==> src/rtl/cpu_trace_monitor_pkg.sv <==
// Shared types and trace-record layout for the CPU trace monitor.
// A record is {cycle, addr, data}, with the cycle stamp in the MSBs.
package cpu_trace_monitor_pkg;

  typedef enum logic [1:0] {
    S_IDLE  = 2'd0,
    S_RUN   = 2'd1,
    S_DRAIN = 2'd2,
    S_DONE  = 2'd3
  } state_t;

  // Address width for a register count (never less than 1 bit).
  function automatic int addr_w(input int num_regs);
    int w;
    w = 1;
    while ((1 << w) < num_regs) w++;
    return w;
  endfunction

  function automatic int rec_w(input int cyc_w, input int aw, input int xlen);
    return cyc_w + aw + xlen;
  endfunction

  localparam int DATA_LSB = 0;

  function automatic int addr_lsb(input int xlen);
    return xlen;
  endfunction

  function automatic int cyc_lsb(input int aw, input int xlen);
    return xlen + aw;
  endfunction

endpackage

==> src/rtl/cpu_trace_monitor_trace_fifo.sv <==
// Synchronous FIFO with extra-bit pointers; a push into a full FIFO lands
// only when a pop frees a slot on the same edge.
module trace_fifo #(
  parameter int W     = 69,
  parameter int DEPTH = 16
) (
  input  logic         clock,
  input  logic         reset,
  input  logic         push,
  input  logic         pop,
  input  logic [W-1:0] wdata,
  output logic [W-1:0] rdata,
  output logic         full,
  output logic         empty
);
  localparam int PW = $clog2(DEPTH);

  logic [W-1:0] mem [DEPTH];
  logic [PW:0]  wptr, rptr;
  logic         do_push, do_pop;

  assign empty   = (wptr == rptr);
  assign full    = (wptr[PW] != rptr[PW]) && (wptr[PW-1:0] == rptr[PW-1:0]);
  assign do_pop  = pop & ~empty;
  assign do_push = push & (~full | do_pop);

  always_ff @(posedge clock) begin
    if (reset) begin
      wptr <= '0;
      rptr <= '0;
    end else begin
      if (do_push) wptr <= wptr + 1'b1;
      if (do_pop)  rptr <= rptr + 1'b1;
    end
  end

  always_ff @(posedge clock) begin
    if (do_push) mem[wptr[PW-1:0]] <= wdata;
  end

  // Head comes straight out of storage, so new pushes show up a cycle later.
  assign rdata = mem[rptr[PW-1:0]];

endmodule

==> src/rtl/cpu_trace_monitor.sv <==
// Run monitor: stamps architectural register writes with the run cycle,
// queues them for a valid/ready consumer, and flags completion after halt.
module cpu_trace_monitor
  import cpu_trace_monitor_pkg::*;
#(
  parameter int XLEN     = 32,
  parameter int NUM_REGS = 32,
  parameter int CYC_W    = 32,
  parameter int DEPTH    = 16,
  parameter int DROP_W   = 16,
  parameter int AW       = addr_w(NUM_REGS)
) (
  input  logic                    clock,
  input  logic                    reset,
  input  logic                    start,
  input  logic                    halt,
  input  logic                    rf_we,
  input  logic [AW-1:0]           rf_waddr,
  input  logic [XLEN-1:0]         rf_wdata,
  output logic                    out_valid,
  input  logic                    out_ready,
  output logic [CYC_W+AW+XLEN-1:0] out_data,
  output logic [CYC_W-1:0]        cycle_count,
  output logic [DROP_W-1:0]       drop_count,
  output logic                    busy,
  output logic                    done
);
  localparam int RW = rec_w(CYC_W, AW, XLEN);
  localparam logic [AW:0] NREGS = NUM_REGS[AW:0];

  state_t            state, state_nxt;
  logic [CYC_W-1:0]  cyc;
  logic [DROP_W-1:0] drops;
  logic              push, pop, full, empty, addr_ok;
  logic [RW-1:0]     rec, rdata;

  always_ff @(posedge clock) begin
    if (reset) state <= S_IDLE;
    else       state <= state_nxt;
  end

  always_comb begin
    state_nxt = state;
    unique case (state)
      S_IDLE:  if (start) state_nxt = S_RUN;
      S_RUN:   if (halt)  state_nxt = S_DRAIN;
      S_DRAIN: if (empty) state_nxt = S_DONE;
      S_DONE:  state_nxt = S_DONE;
      default: state_nxt = S_IDLE;
    endcase
  end

  always_comb begin
    busy = (state == S_RUN) || (state == S_DRAIN);
    done = (state == S_DONE);
  end

  // x0 and out-of-range addresses never produce a record (and never count as drops).
  assign addr_ok = (rf_waddr != '0) && ({1'b0, rf_waddr} < NREGS);
  assign push    = (state == S_RUN) && rf_we && addr_ok;
  assign pop     = out_valid & out_ready;

  always_comb begin
    rec = '0;
    rec[DATA_LSB +: XLEN]         = rf_wdata;
    rec[addr_lsb(XLEN) +: AW]     = rf_waddr;
    rec[cyc_lsb(AW, XLEN) +: CYC_W] = cyc;
  end

  always_ff @(posedge clock) begin
    if (reset) begin
      cyc   <= '0;
      drops <= '0;
    end else begin
      if (state == S_RUN && cyc != '1) cyc <= cyc + 1'b1;
      if (push && full && !pop && drops != '1) drops <= drops + 1'b1;
    end
  end

  trace_fifo #(.W(RW), .DEPTH(DEPTH)) u_fifo (
    .clock (clock),
    .reset (reset),
    .push  (push),
    .pop   (pop),
    .wdata (rec),
    .rdata (rdata),
    .full  (full),
    .empty (empty)
  );

  assign out_valid   = ~empty;
  assign out_data    = rdata;
  assign cycle_count = cyc;
  assign drop_count  = drops;

endmodule

==> config.mk <==
export PLATFORM = sky130hd
export DESIGN_NAME = cpu_trace_monitor
export DESIGN_NICKNAME = d
export VERILOG_FILES = /design/src/rtl/cpu_trace_monitor_pkg.sv /design/src/rtl/cpu_trace_monitor_trace_fifo.sv /design/src/rtl/cpu_trace_monitor.sv
export SDC_FILE = /design/constraint.sdc
export NUM_CORES = 1
export LEC_CHECK = 0
export CAP_MARGIN = 25
export CELL_PAD_IN_SITES_DETAIL_PLACEMENT = 1
export CELL_PAD_IN_SITES_GLOBAL_PLACEMENT = 1
export CORE_MARGIN = 4
export CORE_UTILIZATION = 50
export CTS_BUF_LIST = sky130_fd_sc_hd__clkbuf_2
export DETAILED_ROUTE_END_ITERATION = 8
export GPL_ROUTABILITY_DRIVEN = 0
export PLACE_DENSITY = 0.76
export SLEW_MARGIN = 20
export SYNTH_ARGS = -nofsm -noshare
export SYNTH_HDL_FRONTEND = slang
export SYNTH_SLANG_ARGS = --single-unit
==> constraint.sdc <==
create_clock -name clock -period 9.2 [get_ports clock]
set_input_delay 1.84 -clock clock [delete_from_list [all_inputs] [get_ports clock]]
set_output_delay 1.84 -clock clock [all_outputs]
set_load 0.03 [all_outputs]
==> reports/metrics.sh <==
EDFF_COUNT_SYNTH=1104
FINAL_MAX_SLEW_VIOL_COUNT=0
GRT_MAX_DEGREE=155
SETUP_VIOLATIONS=0
GLOBALROUTETOTALUTIL_PCT=22.7
CLOCK-SINKS=1168
POWER_PER_CELL_AREA_nW_PER_UM2=227
GRT_FIRST_PASS_WIRELENGTH_UM=158000
HOLDCRITPATHCLASS='flop to flop'
CLASS_OF_THE_MOST_CRITICAL_SETUP_PATH='flop to output pin'
WORSTREG2REGSTART='u_fifo.wptr[2]$_SDFFE_PP0P_'
POWER_SWITCHING_SHARE_PCT=28.0
CTS.PATH.MAX_BUFFERS=4
CTS-HOLD-FIX-BUFFERS=0
FLOORPLAN.ROWS=109
DRT-WIRELENGTH-PER-CELL_UM=28.1
DETAIL-ROUTE-ANTENNA-NETS=0
POWER_REPORT.INTERNAL_TOTAL_mW=8.25
POWER.SWITCHING_mW=3.21
PWR-SHARE-CLK_PCT=28.9
DRV.MAX_CAP_VIOLATION_COUNT=0
WORSTHOLDSTART='cycle_count[27]$_SDFFE_PP0P_'
CRIT_PATH_END='out_data[13]'
CRITICAL_PATH.STARTPOINT_TYPE='flop'
SYNTH_SEQ_AREA_SHARE_PCT=77.2
SETUP.WORST_PATH.END_CLASS='output pin'
SYNTH.NET_COUNT=1987
OVERALL_ROUTED_NET_LENGTH_UM=104000
GRT_ANTENNA_BEFORE_REPAIR=4
DETAILEDPLACEMENTHPWL_UM=57600
GLOBALROUTE.TOTALOVERFLOW=0
NUM-FILL-CELLS=7776
DRIVE_ABOVE_1_SHARE_PCT=34.3
FMAX_MHz=145
DRTITER0DRC=2440
TRITONCTS.NUM_BUFFERS=301
RSZ0062_AT_GRT='no'
PLACEDINSTANCEAREA_SQ_UM=47900
SYNTH_SEQ_CELLS=1168
MIN_CLOCK_PERIOD_POST_ROUTE_NS=6.90
CELL_CHOSEN_FOR_THE_CLOCK_ROOT='clkbuf_2'
R2R_SLACK_NS=5.00
DETAIL_ROUTE.FIRST_PASS.ITERATIONS=5
WORST_EP_REQUIRED_TIME_NS=7.36
INITIAL_CORE_UTIL_PCT=50.4
POST-ROUTE-CELL-AREA_SQ_UM=50500
PATH_MAX_FANOUT=118
FINALNONFILLERCELLS=3713
FINAL_UTIL_PCT=57.1
CTS_RESIZED=0
AREAGROWTHSYNTHTOFINISH_PCT=13.2
SYNTHARSTFLOPSHARE_PCT=0
TNS_NS=0
P_LEAK_nW=15.9
HOLD_VIOL=0
SYN_AREA_PER_CELL_SQ_UM=23.1
ROUTE.DETAILED.DRC=0
SEQUENTIALPOWERSHARE_PCT=52.0
RUN_STATUS='finished clean'
DIE_H_UM=307
CLK_TRANSITION_REPORTED_PATHS_NS=0.11
YOSYS_WARNINGS=0
WORST_SKEW_PAIR.LATE_LATENCY_NS=1.56
H-TREE-DEPTH=5
REG2REG_DEPTH=6
WORST_SLEW_MARGIN_REL_PCT=28.8
SYNTHDISTINCTLIBCELLS=52
CTS_TREE='built'
POWER.SHARE.COMBINATIONAL_PCT=19.1
CP.ARRIVAL_NS=5.06
POST_SYNTH_INSTANCE_AREA_SQ_UM=44600
PLACEMENT.IO_BUFFERS=162
VIA_COUNT=22300
TIGHTEST_PIN_TRANSITION_NS=1.07
CELL_COUNT_AFTER_PLACEMENT=3209
CORE_SQ_UM=88400
TIMING.FINAL.CRIT_SHARE_PCT=75.0
VIA_PER_INST=6.00
HOLD_SLACK_NS=0.507
NUM-NETS-FINAL=2408
IO_PINS=163
NETLIST_INSTANCES=1932
WORST_R2R_ENDPOINT='u_fifo.mem[5][4]$_DFFE_PP_'
DIE_WIDTH_UM=307
CLOCK-SKEW-FINAL_NS=0.256
POST_CTS_BUFFERS=0
FIRST_GLOBAL_VIAS=24600
MAX-VDD-IR-DROP_mV=0.201
COMMONEST_REGISTER_CELL_AFTER_SYNTHESIS='edfxtp_1'
FLOORPLAN.DIE_AREA_SQ_UM=94000
-- critical path: stages (launching register included) --
cell             delay, ns
dfxtp_4               0.86
buf_12                0.78
mux4_2                0.65
mux4_2                0.49
clkdlybuf4s50_1       0.61
-- kinds of logic after synthesis --
group	Yosys count	share of synthesized area, %
AND/OR/NAND/NOR	175	2.10
multiplexers	355	17.7
flip-flops	1168	77.2
XOR/XNOR	18	0.354
buffers and inverters	112	0.966
AO/OA/AOI/OAI	92	1.32
adder cells (fa/ha/maj)	12	0.337
-- power by group through the flow --
stage | clock [mW] | sequential (mW) | combinational (mW)
finish | 3.32 | 5.96 | 2.18
floorplan | 0 | 6.04 | 1.53
global route | 3.76 | 5.98 | 2.32
CTS | 3.44 | 5.97 | 2.22
detailed placement | 0 | 6.09 | 2.21
global placement | 0 | 6.09 | 2.16
-- placed cells by master, fill, tap and decap left out, types with 4 or more instances in the layout --
master,instances
a21oi_1,34
and4_1,5
buf_12,5
buf_16,5
buf_4,34
buf_6,5
clkbuf_2,421
clkdlybuf4s50_1,161
clkinv_1,54
clkinv_2,9
dfxtp_1,60
dfxtp_4,4
diode_2,4
edfxtp_1,1104
ha_1,12
inv_1,18
inv_2,7
mux2_2,5
mux2i_1,5
mux4_2,345
nand2_1,23
nand3_1,21
nand4_1,16
nor2_1,31
nor2_4,11
nor2b_1,6
nor3_1,6
nor3_2,4
nor4_1,6
o211ai_1,4
o21ai_0,19
o31ai_1,8
or2_2,4
or3_1,17
or4_1,13
xnor2_1,10
xor2_1,8
-- cell usage after synthesis, drive strengths merged (12+ instances only) --
master / number / area share [%]
ha: 12 / 0.34
nor2: 42 / 0.35
a21oi: 34 / 0.38
inv: 18 / 0.15
nand3: 21 / 0.24
o21ai: 19 / 0.21
or3: 17 / 0.24
clkbuf: 68 / 0.57
buf: 26 / 0.24
mux4: 345 / 17
edfxtp: 1104 / 74
dfxtp: 64 / 2.9
nand2: 23 / 0.19
or4: 14 / 0.24
nand4: 16 / 0.22
-- registers in the layout (all words and copies together) (netlist names), named ones only --
| signal | cells |
|---|---|
| cycle_count | 32 |
| drop_count | 16 |
| state | 2 |
| u_fifo.mem | 1104 |
| u_fifo.rptr | 5 |
| u_fifo.wptr | 5 |
-- area by class of cell --
cell class                      count  area [sq um]  area share, %
Multi-Input combinational cell    652          9830           19.5
Timing Repair Buffer              212          2170           4.30
Clock buffer                      420          2100           4.17
Inverter                           18          67.6          0.134
Sequential cell                  1168         34400           68.3
Clock inverter                     74           373          0.739
Tap cell                         1165          1460           2.89
Antenna cell                        4          10.0         0.0198
-- per-layer routing --
layer	global-route usage (%)	up-vias	part of all wire (%)
met3	5.23	133	6.9
met5	0	-	0.019
met2	37.0	1006	51
li1	-	9269	-
met1	31.4	11900	41
met4	5.95	2	1.4
-- how the worst min path moves through the flow --
stage	end	slack (ns)	cells after the start
after floorplan	u_fifo.rptr[4]$_SDFFE_PP0N_	0.54	2
after global placement	drop_count[12]$_SDFFE_PP0P_	0.48	2
after detailed placement	drop_count[4]$_SDFFE_PP0P_	0.50	2
after CTS	u_fifo.mem[0][64]$_DFFE_PP_	0.50	0
after global routing	u_fifo.mem[0][64]$_DFFE_PP_	0.51	0
final	u_fifo.mem[0][64]$_DFFE_PP_	0.51	0
-- metrics by stage --
| step | setup slack (ns) | power (mW) |
|---|---|---|
| after floorplan | 1.29 | 7.57 |
| after global placement | 3.12 | 8.25 |
| after detailed placement | 2.97 | 8.30 |
| after CTS | 1.85 | 11.6 |
| after global routing | 1.82 | 12.1 |
| final | 2.30 | 11.5 |
(Power assumes the default switching activity.)
